<file path="src/rtl/button_conditioner_pkg.sv">
// Shared constants for the push-button conditioner: debounce FSM encoding and default timings.
package button_conditioner_pkg;

    localparam logic [1:0] StUp          = 2'd0;
    localparam logic [1:0] StConfirmDown = 2'd1;
    localparam logic [1:0] StDown        = 2'd2;
    localparam logic [1:0] StConfirmUp   = 2'd3;

    localparam int unsigned DEBOUNCE_CYCLES_10MS = 250000;
    localparam int unsigned RESET_PULSE_DEFAULT  = 65536;

endpackage

</file>
<file path="src/rtl/button_debounce.sv">
// Single push-button channel: 2-flop synchronizer, debounce FSM with confirm counter,
// registered level plus one-cycle press/release pulses.
module button_debounce
    import button_conditioner_pkg::*;
#(
    parameter int unsigned DEBOUNCE_CYCLES = DEBOUNCE_CYCLES_10MS
) (
    input  logic clk25,
    input  logic rst,
    input  logic btn_n_i,
    output logic level_o,
    output logic press_o,
    output logic release_o
);

    localparam int unsigned CntW = $clog2(DEBOUNCE_CYCLES + 1);
    localparam logic [CntW-1:0] CntLast = CntW'(DEBOUNCE_CYCLES - 1);

    logic [1:0]      sync_q, sync_d;
    logic [1:0]      state_q, state_d;
    logic [CntW-1:0] cnt_q, cnt_d;
    logic            level_q, level_d;
    logic            press_q, press_d;
    logic            release_q, release_d;
    logic            s;

    // Synchronized pin, inverted to active-high (1 = pressed).
    assign s = ~sync_q[1];

    always_comb begin
        sync_d    = {sync_q[0], btn_n_i};
        state_d   = state_q;
        cnt_d     = cnt_q;
        level_d   = level_q;
        press_d   = 1'b0;
        release_d = 1'b0;
        case (state_q)
            StUp: begin
                if (s) begin
                    state_d = StConfirmDown;
                    cnt_d   = '0;
                end
            end
            StConfirmDown: begin
                if (!s) begin
                    state_d = StUp;
                    cnt_d   = '0;
                end else if (cnt_q == CntLast) begin
                    state_d = StDown;
                    cnt_d   = '0;
                    level_d = 1'b1;
                    press_d = 1'b1;
                end else begin
                    cnt_d = cnt_q + CntW'(1);
                end
            end
            StDown: begin
                if (!s) begin
                    state_d = StConfirmUp;
                    cnt_d   = '0;
                end
            end
            StConfirmUp: begin
                if (s) begin
                    state_d = StDown;
                    cnt_d   = '0;
                end else if (cnt_q == CntLast) begin
                    state_d   = StUp;
                    cnt_d     = '0;
                    level_d   = 1'b0;
                    release_d = 1'b1;
                end else begin
                    cnt_d = cnt_q + CntW'(1);
                end
            end
            default: begin
                state_d = StUp;
                cnt_d   = '0;
                level_d = 1'b0;
            end
        endcase
    end

    always_ff @(posedge clk25 or posedge rst) begin
        if (rst) begin
            sync_q    <= 2'b11;
            state_q   <= StUp;
            cnt_q     <= '0;
            level_q   <= 1'b0;
            press_q   <= 1'b0;
            release_q <= 1'b0;
        end else begin
            sync_q    <= sync_d;
            state_q   <= state_d;
            cnt_q     <= cnt_d;
            level_q   <= level_d;
            press_q   <= press_d;
            release_q <= release_d;
        end
    end

    assign level_o   = level_q;
    assign press_o   = press_q;
    assign release_o = release_q;

endmodule

</file>
<file path="src/rtl/button_conditioner.sv">
// DE0 push-button front end: per-button debounce channels plus the stretched active-low
// core reset, fired on power-up and on every debounced BUTTON[0] press.
module button_conditioner
    import button_conditioner_pkg::*;
#(
    parameter int unsigned NUM_BUTTONS        = 3,
    parameter int unsigned DEBOUNCE_CYCLES    = DEBOUNCE_CYCLES_10MS,
    parameter int unsigned RESET_PULSE_CYCLES = RESET_PULSE_DEFAULT
) (
    input  logic                   clk25,
    input  logic                   rst,
    input  logic [NUM_BUTTONS-1:0] btn_n,
    output logic [NUM_BUTTONS-1:0] btn_level,
    output logic [NUM_BUTTONS-1:0] btn_press,
    output logic [NUM_BUTTONS-1:0] btn_release,
    output logic                   sys_rst_n
);

    localparam int unsigned RcntW = $clog2(RESET_PULSE_CYCLES + 1);
    localparam logic [RcntW-1:0] RcntLoad = RcntW'(RESET_PULSE_CYCLES);

    for (genvar i = 0; i < NUM_BUTTONS; i++) begin : g_chan
        button_debounce #(
            .DEBOUNCE_CYCLES(DEBOUNCE_CYCLES)
        ) u_debounce (
            .clk25    (clk25),
            .rst      (rst),
            .btn_n_i  (btn_n[i]),
            .level_o  (btn_level[i]),
            .press_o  (btn_press[i]),
            .release_o(btn_release[i])
        );
    end

    logic [RcntW-1:0] rcnt_q, rcnt_d;
    logic             sys_rst_n_q, sys_rst_n_d;

    // Only press events reload; holding BUTTON[0] lets the pulse expire normally.
    always_comb begin
        rcnt_d = rcnt_q;
        if (btn_press[0]) begin
            rcnt_d = RcntLoad;
        end else if (rcnt_q != '0) begin
            rcnt_d = rcnt_q - RcntW'(1);
        end
        sys_rst_n_d = (rcnt_d == '0);
    end

    always_ff @(posedge clk25 or posedge rst) begin
        if (rst) begin
            rcnt_q      <= RcntLoad;
            sys_rst_n_q <= 1'b0;
        end else begin
            rcnt_q      <= rcnt_d;
            sys_rst_n_q <= sys_rst_n_d;
        end
    end

    assign sys_rst_n = sys_rst_n_q;

endmodule

</file>
<file path="config.mk">
export PLATFORM = sky130hd
export DESIGN_NAME = button_conditioner
export DESIGN_NICKNAME = d
export VERILOG_FILES = /design/src/rtl/button_conditioner_pkg.sv /design/src/rtl/button_debounce.sv /design/src/rtl/button_conditioner.sv
export SDC_FILE = /design/constraint.sdc
export NUM_CORES = 1
export LEC_CHECK = 0
export ABC_AREA = 1
export BUFFER_PORTS_ARGS = -buffer_cell sky130_fd_sc_hd__buf_4
export CAP_MARGIN = 20
export CORE_MARGIN = 5
export CORE_UTILIZATION = 40
export CTS_CLUSTER_SIZE = 20
export DETAILED_ROUTE_END_ITERATION = 12
export PLACE_DENSITY = 0.6
export REMOVE_ABC_BUFFERS = 1
export SLEW_MARGIN = 20
export SYNTH_ARGS = -nofsm -noshare
export SYNTH_HDL_FRONTEND = slang
export SYNTH_SLANG_ARGS = --single-unit
export TNS_END_PERCENT = 100
</file>
<file path="constraint.sdc">
create_clock -name clk25 -period 7.1 [get_ports clk25]
set_input_delay 0.71 -clock clk25 [delete_from_list [all_inputs] [get_ports clk25]]
set_output_delay 0.71 -clock clk25 [all_outputs]
set_load 0.05 [all_outputs]
</file>
# Word level (Yosys, flattened, before mapping)
# Index checks and enable logic that the tools add are counted.
[word_totals] regBits=93 in_bits=5 out_inout_bits=10 elab_cells=148
[classes] addsub=4 n_eq_ne=36 mux=71 n_reduce_logical=17
[ops] op="$mux W18" n=15
[ops] op="$pmux W18 S4" n=3
[ops] op="$add A18 B1 Y18 const B" n=3
[ops] op="$eq A18 B18 Y1 const B" n=3
[ops] op="$mux W2" n=18
[ops] op="$mux W17" n=2
[ops] op="$mux W1" n=27
[ops] op="$ne A2 B1 Y1 const B" n=12
[ops] op="$pmux W2 S4" n=3
[ops] op="$logic_not A17 Y1" n=1
[ops] op="$reduce_bool A17 Y1" n=1
[ops] op="$sub A17 B1 Y17 const B" n=1
[ops] op="$reduce_and A5 Y1" n=3
[ops] op="$eq A2 B2 Y1 const B" n=6
[ops] op="$ne A2 B2 Y1 const B" n=6
[ops] op="$reduce_and A4 Y1" n=3
[ops] op="$ne A3 B1 Y1 const B" n=3
[ops] op="$ne A3 B3 Y1 const B" n=3
[ops] op="$eq A2 B1 Y1 const B" n=3
[ops] op="$logic_not A2 Y1" n=3
[ops] op="$pmux W1 S2" n=3
[ops] op="$reduce_and A2 Y1" n=3
[ops] op="$reduce_bool A2 Y1" n=3

# Logic depth before layout (Yosys ltp)
[logic_depth] ltp_word=4 ltp_mapped=15 mapped_depth_nobuf=15

# Cells and area by module
# From an unflattened synthesis, not the netlist that was laid out.
[unflattened] cells_unflattened=705 hier_area_um2=5407.7
[by_module_without_submodules] mod="button_debounce (g_chan[0].u_debounce ...)" instances=2 cells_per_inst=174 area_per_inst_um2=1375.1 seq_area_each_um2=628.1
[by_module_without_submodules] mod="button_debounce (g_chan[2].u_debounce)" instances=1 cells_per_inst=175 area_per_inst_um2=1396.3 seq_area_each_um2=628.1
[by_module_without_submodules] mod="button_conditioner" instances=1 cells_per_inst=182 area_per_inst_um2=1261.2 seq_area_each_um2=451.7

# Least setup slack after synthesis
# No wires, ideal clock.
[synth_timing] path_kind="register to register" start="reg g_chan[2].u_debounce.cnt_q[0]" end="reg g_chan[2].u_debounce.cnt_q[14]" setup_time_ns=0.121 t_arrival_ns=1.468 t_required_ns=6.979 slack_ns=5.511 stages_incl_launch_ff=11 path_buffers=0 period_less_slack_ns=1.589 cell_sequence="dfrtp_1 ha_1 nand3_1 nor2_2 nand3_2 nor2_1 nand2_1 nor2_1 nand4_1 o21ai_0 nor2_1"
[synth_via] elab_chain_len=4 elab_cells_between_ends=6 cone_classes="add/sub (1); eq/ne (1); mux (4)"
[synth_lines] element="start, declared" line="button_debounce.sv:21" source="logic [CntW-1:0] cnt_q, cnt_d;"
[synth_lines] element="start signal, assigned" line="button_debounce.sv:95" source="cnt_q <= cnt_d;"
[synth_lines] element="$add A18 B1 Y18 or $eq A18 B18 Y1 (tied branches)"
[synth_lines] element="$mux W18 (*)" line="button_debounce.sv:48, button_debounce.sv:67"
[synth_lines] element="$mux W18, on equally long branches" line="button_debounce.sv:64, button_debounce.sv:45"
[synth_lines] element="$pmux W18 S4 (*)" line="button_debounce.sv:37" source="case (state_q)"
# Every way passes the cells marked *; elsewhere a longest branch is shown, timed or not.
# A chain may end at the register's enable or synchronous reset.

# Final worst setup path
[layout_timing] start="reg g_chan[2].u_debounce.sync_q[1]" end="reg g_chan[2].u_debounce.cnt_q[14]"
[layout_via] elab_chain_len=2 elab_cells_between_ends=6 cone_classes="eq/ne (2); mux (3); reduce/logical (1)"
[layout_lines] element="start, declared" line="button_debounce.sv:19" source="logic [1:0] sync_q, sync_d;"
[layout_lines] element="start signal, assigned" line="button_debounce.sv:93" source="sync_q <= sync_d;"
[layout_lines] element="$mux W18 (tied with other cells)" line="button_debounce.sv:64" source="if (s) begin"
[layout_lines] element="$pmux W18 S4 or $reduce_and A2 Y1 (tied branches)"
# Several ways; a longest one is shown, not always the timed one.

==> impl_metrics.tcl <==
set metrics [dict create \
    start_kind "register" \
    finalSetupViolations 0 \
    p_leak_nw 2.74 \
    setup.worst_path.end_class "register" \
    post_synth_instance_area_um2 5030 \
    maxCapViolations 0 \
    fin_cells 824 \
    grt_max_degree 86 \
    fin_ws_ns 5.08 \
    grt_pass1_wl_mm 17.3 \
    dieArea_um2 14900 \
    peakVddDrop_v 0.000134 \
    clk_latency_ns 0.34 \
    cts_tree "done" \
    netlist.area_leader.share 0.428 \
    areaGrowthSynthToFinish_pct 10.7 \
    finClkSkew_ns 0.00733 \
    grt_pass1_vias 3806 \
    worstMarginPinSlew_ns 0.753 \
    grt-ovfl-total 0 \
    final.setup.tns_ns 0 \
    cts.sinks 93 \
    h-tree-depth 3 \
    path_class "reg2reg" \
    post-cts-setup-buffers 0 \
    track_usage 0.144 \
    cts_root_buf "clkbuf_16" \
    synth_warnings 0 \
    ys_types 40 \
    cp_slowest_stage_delay_ns 0.53 \
    initial_core_util 0.403 \
    cts_resized 0 \
    hold_path.class "in2async" \
    crit_path_top_delay_cell "dfstp_2" \
    synth_ff_type "dfrtp_1" \
    crit_family "simple AND/OR/NAND/NOR gates" \
    drt-initial-drc-count 317 \
    synth_cells 637 \
    gp_congestion 0.873 \
    avgSynthCellArea_um2 7.89 \
    vias 3966 \
    cts_buffers 9 \
    final_nets 657 \
    die_w_um 122 \
    io-pin-count 15 \
    antennaDiodeCount 0 \
    critPathBufInv 1 \
    synth_edf_count 0 \
    rows 41 \
    final_max_slew_viol_count 0 \
    crit_top_cell "nor2_1" \
    fp.dieH_um 122 \
    core_area_um2 12500 \
    max_freq_ghz 0.496 \
    seq_area_frac_synth 0.465 \
    required_ns 7.33 \
    finalWirelength_mm 9.92 \
    synthArstFlopShare 1.00 \
    dpl.hpwl_mm 7.18 \
    p_total_mw 1.25 \
    cts_buffer_depth 2 \
    via_per_inst 4.81 \
    fin_crit_sh 0.284 \
    crit_fanout 12 \
    status "finished clean" \
    remaining_drc_errors 0 \
    powerDensity_nw_per_um2 224 \
    synth.most_common_cell "nand2_1" \
    detail_route.wl_per_cell_um 12.0 \
    ys_ff_latch 93 \
    path_cells "nand2_1 -> nand3_1 -> inv_1 -> nor2_1 -> nand4_1 -> o21ai_0 -> nor2_1" \
    max_slew_margin 0.498 \
    ant_nets 0 \
    synth_area_leaders "dfrtp_1, nand2_1, inv_1, nor2_1, nand3_1" \
    min_period_ns 2.02 \
    firstDrtPassIters 4 \
    synth_top_area_cell "dfrtp_1" \
    dp_cells 808 \
    grt_antenna_before_repair 0 \
    drive_gt1_frac 0.120 \
    post-place-ws_ns 5.10 \
    rsz0062_at_grt "no" \
    hold_viol 0 \
    cts.clk_slew.worst_paths_ns 0.07 \
    worstPathArrival_ns 2.25 \
    synth_common_cells "nand2_1, inv_1, dfrtp_1" \
    port_buffers 14 \
    cts_hold_buf 0 \
]
[routing by layer]
metal  vias to the layer above  share of wire  track usage
met5                         -              0            0
met4                         0          0.011       0.0378
met3                         9          0.040       0.0441
met2                        66           0.47        0.237
met1                      1846           0.48        0.184
li1                       2045              -            -
[cell usage in the layout (no fill, tap or decap), drive strengths merged, types with 15 or more instances in the layout]
master    n
xor2     22
inv     106
nand4    15
a21oi    15
nor3     15
buf      15
nand2   141
nand3    51
dfrtp    86
nor2     96
o21ai    31
[worst register-to-register path, cell delays in order (launching register included)]
cell	delay, ns
dfstp_2	0.53
nand2_1	0.08
nand3_1	0.38
inv_1	0.30
nor2_1	0.22
nand4_1	0.16
o21ai_0	0.19
nor2_1	0.07
[area by class of cell]
type,count,area [um^2]
Fill cell,1241,6900
Sequential cell,93,2340
Multi-Input combinational cell,423,2190
Inverter,105,397
Clock buffer,11,253
Tap cell,172,215
Timing Repair Buffer,15,116
Clock inverter,5,57.6
[stage by stage]
stage | hold slack, ns | cell area, um^2 | util
after floorplan | 0.345 | 4920 | -
after global placement | 0.346 | 5250 | 0.421
after detailed placement | 0.347 | 5250 | 0.421
after CTS | 0.241 | 5560 | 0.446
after global routing | 0.248 | 5570 | 0.446
final | 0.254 | 5570 | 0.446
[final timing paths]
check                      cells past startpoint                           start  slack (ns)                             end
min                                            2                             rst        0.25                      rcnt_q[15]
max in group asynchronous                      3                             rst        5.91  g_chan[2].u_debounce.cnt_q[17]
min reg2reg                                    0  g_chan[0].u_debounce.sync_q[0]        0.36  g_chan[0].u_debounce.sync_q[1]
max reg2reg                                    7  g_chan[2].u_debounce.sync_q[1]        5.08  g_chan[2].u_debounce.cnt_q[14]
min in group clk25                             0  g_chan[0].u_debounce.sync_q[0]        0.36  g_chan[0].u_debounce.sync_q[1]
max                                            7  g_chan[2].u_debounce.sync_q[1]        5.08  g_chan[2].u_debounce.cnt_q[14]
[state kept, by name, summed over array words and instances (netlist names), named ones only]
| register | count |
|---|---|
| g_chan.u_debounce.cnt_q | 54 |
| rcnt_q | 17 |
| g_chan.u_debounce.sync_q | 6 |
| g_chan.u_debounce.level_o | 3 |
| g_chan.u_debounce.press_o | 3 |
| g_chan.u_debounce.release_o | 3 |
| g_chan.u_debounce.state_q | 3 |
| sys_rst_n | 1 |
[power by group]
group          internal [mW]  switching, mW  leakage, nW
Clock                  0.293          0.199        0.156
Combinational         0.0442          0.134         1.33
Sequential             0.557         0.0205         1.26
[logic make-up after synthesis]
family / Yosys count / synth area share
AOI/OAI and AO/OA: 67 / 0.0749
xor gates and xnor gates: 22 / 0.0383
adders and majority gates: 5 / 0.0124
buffers and inverters: 121 / 0.0993
DFF: 93 / 0.465
and+or+nand+nor: 329 / 0.310
(Power assumes the default switching activity.)
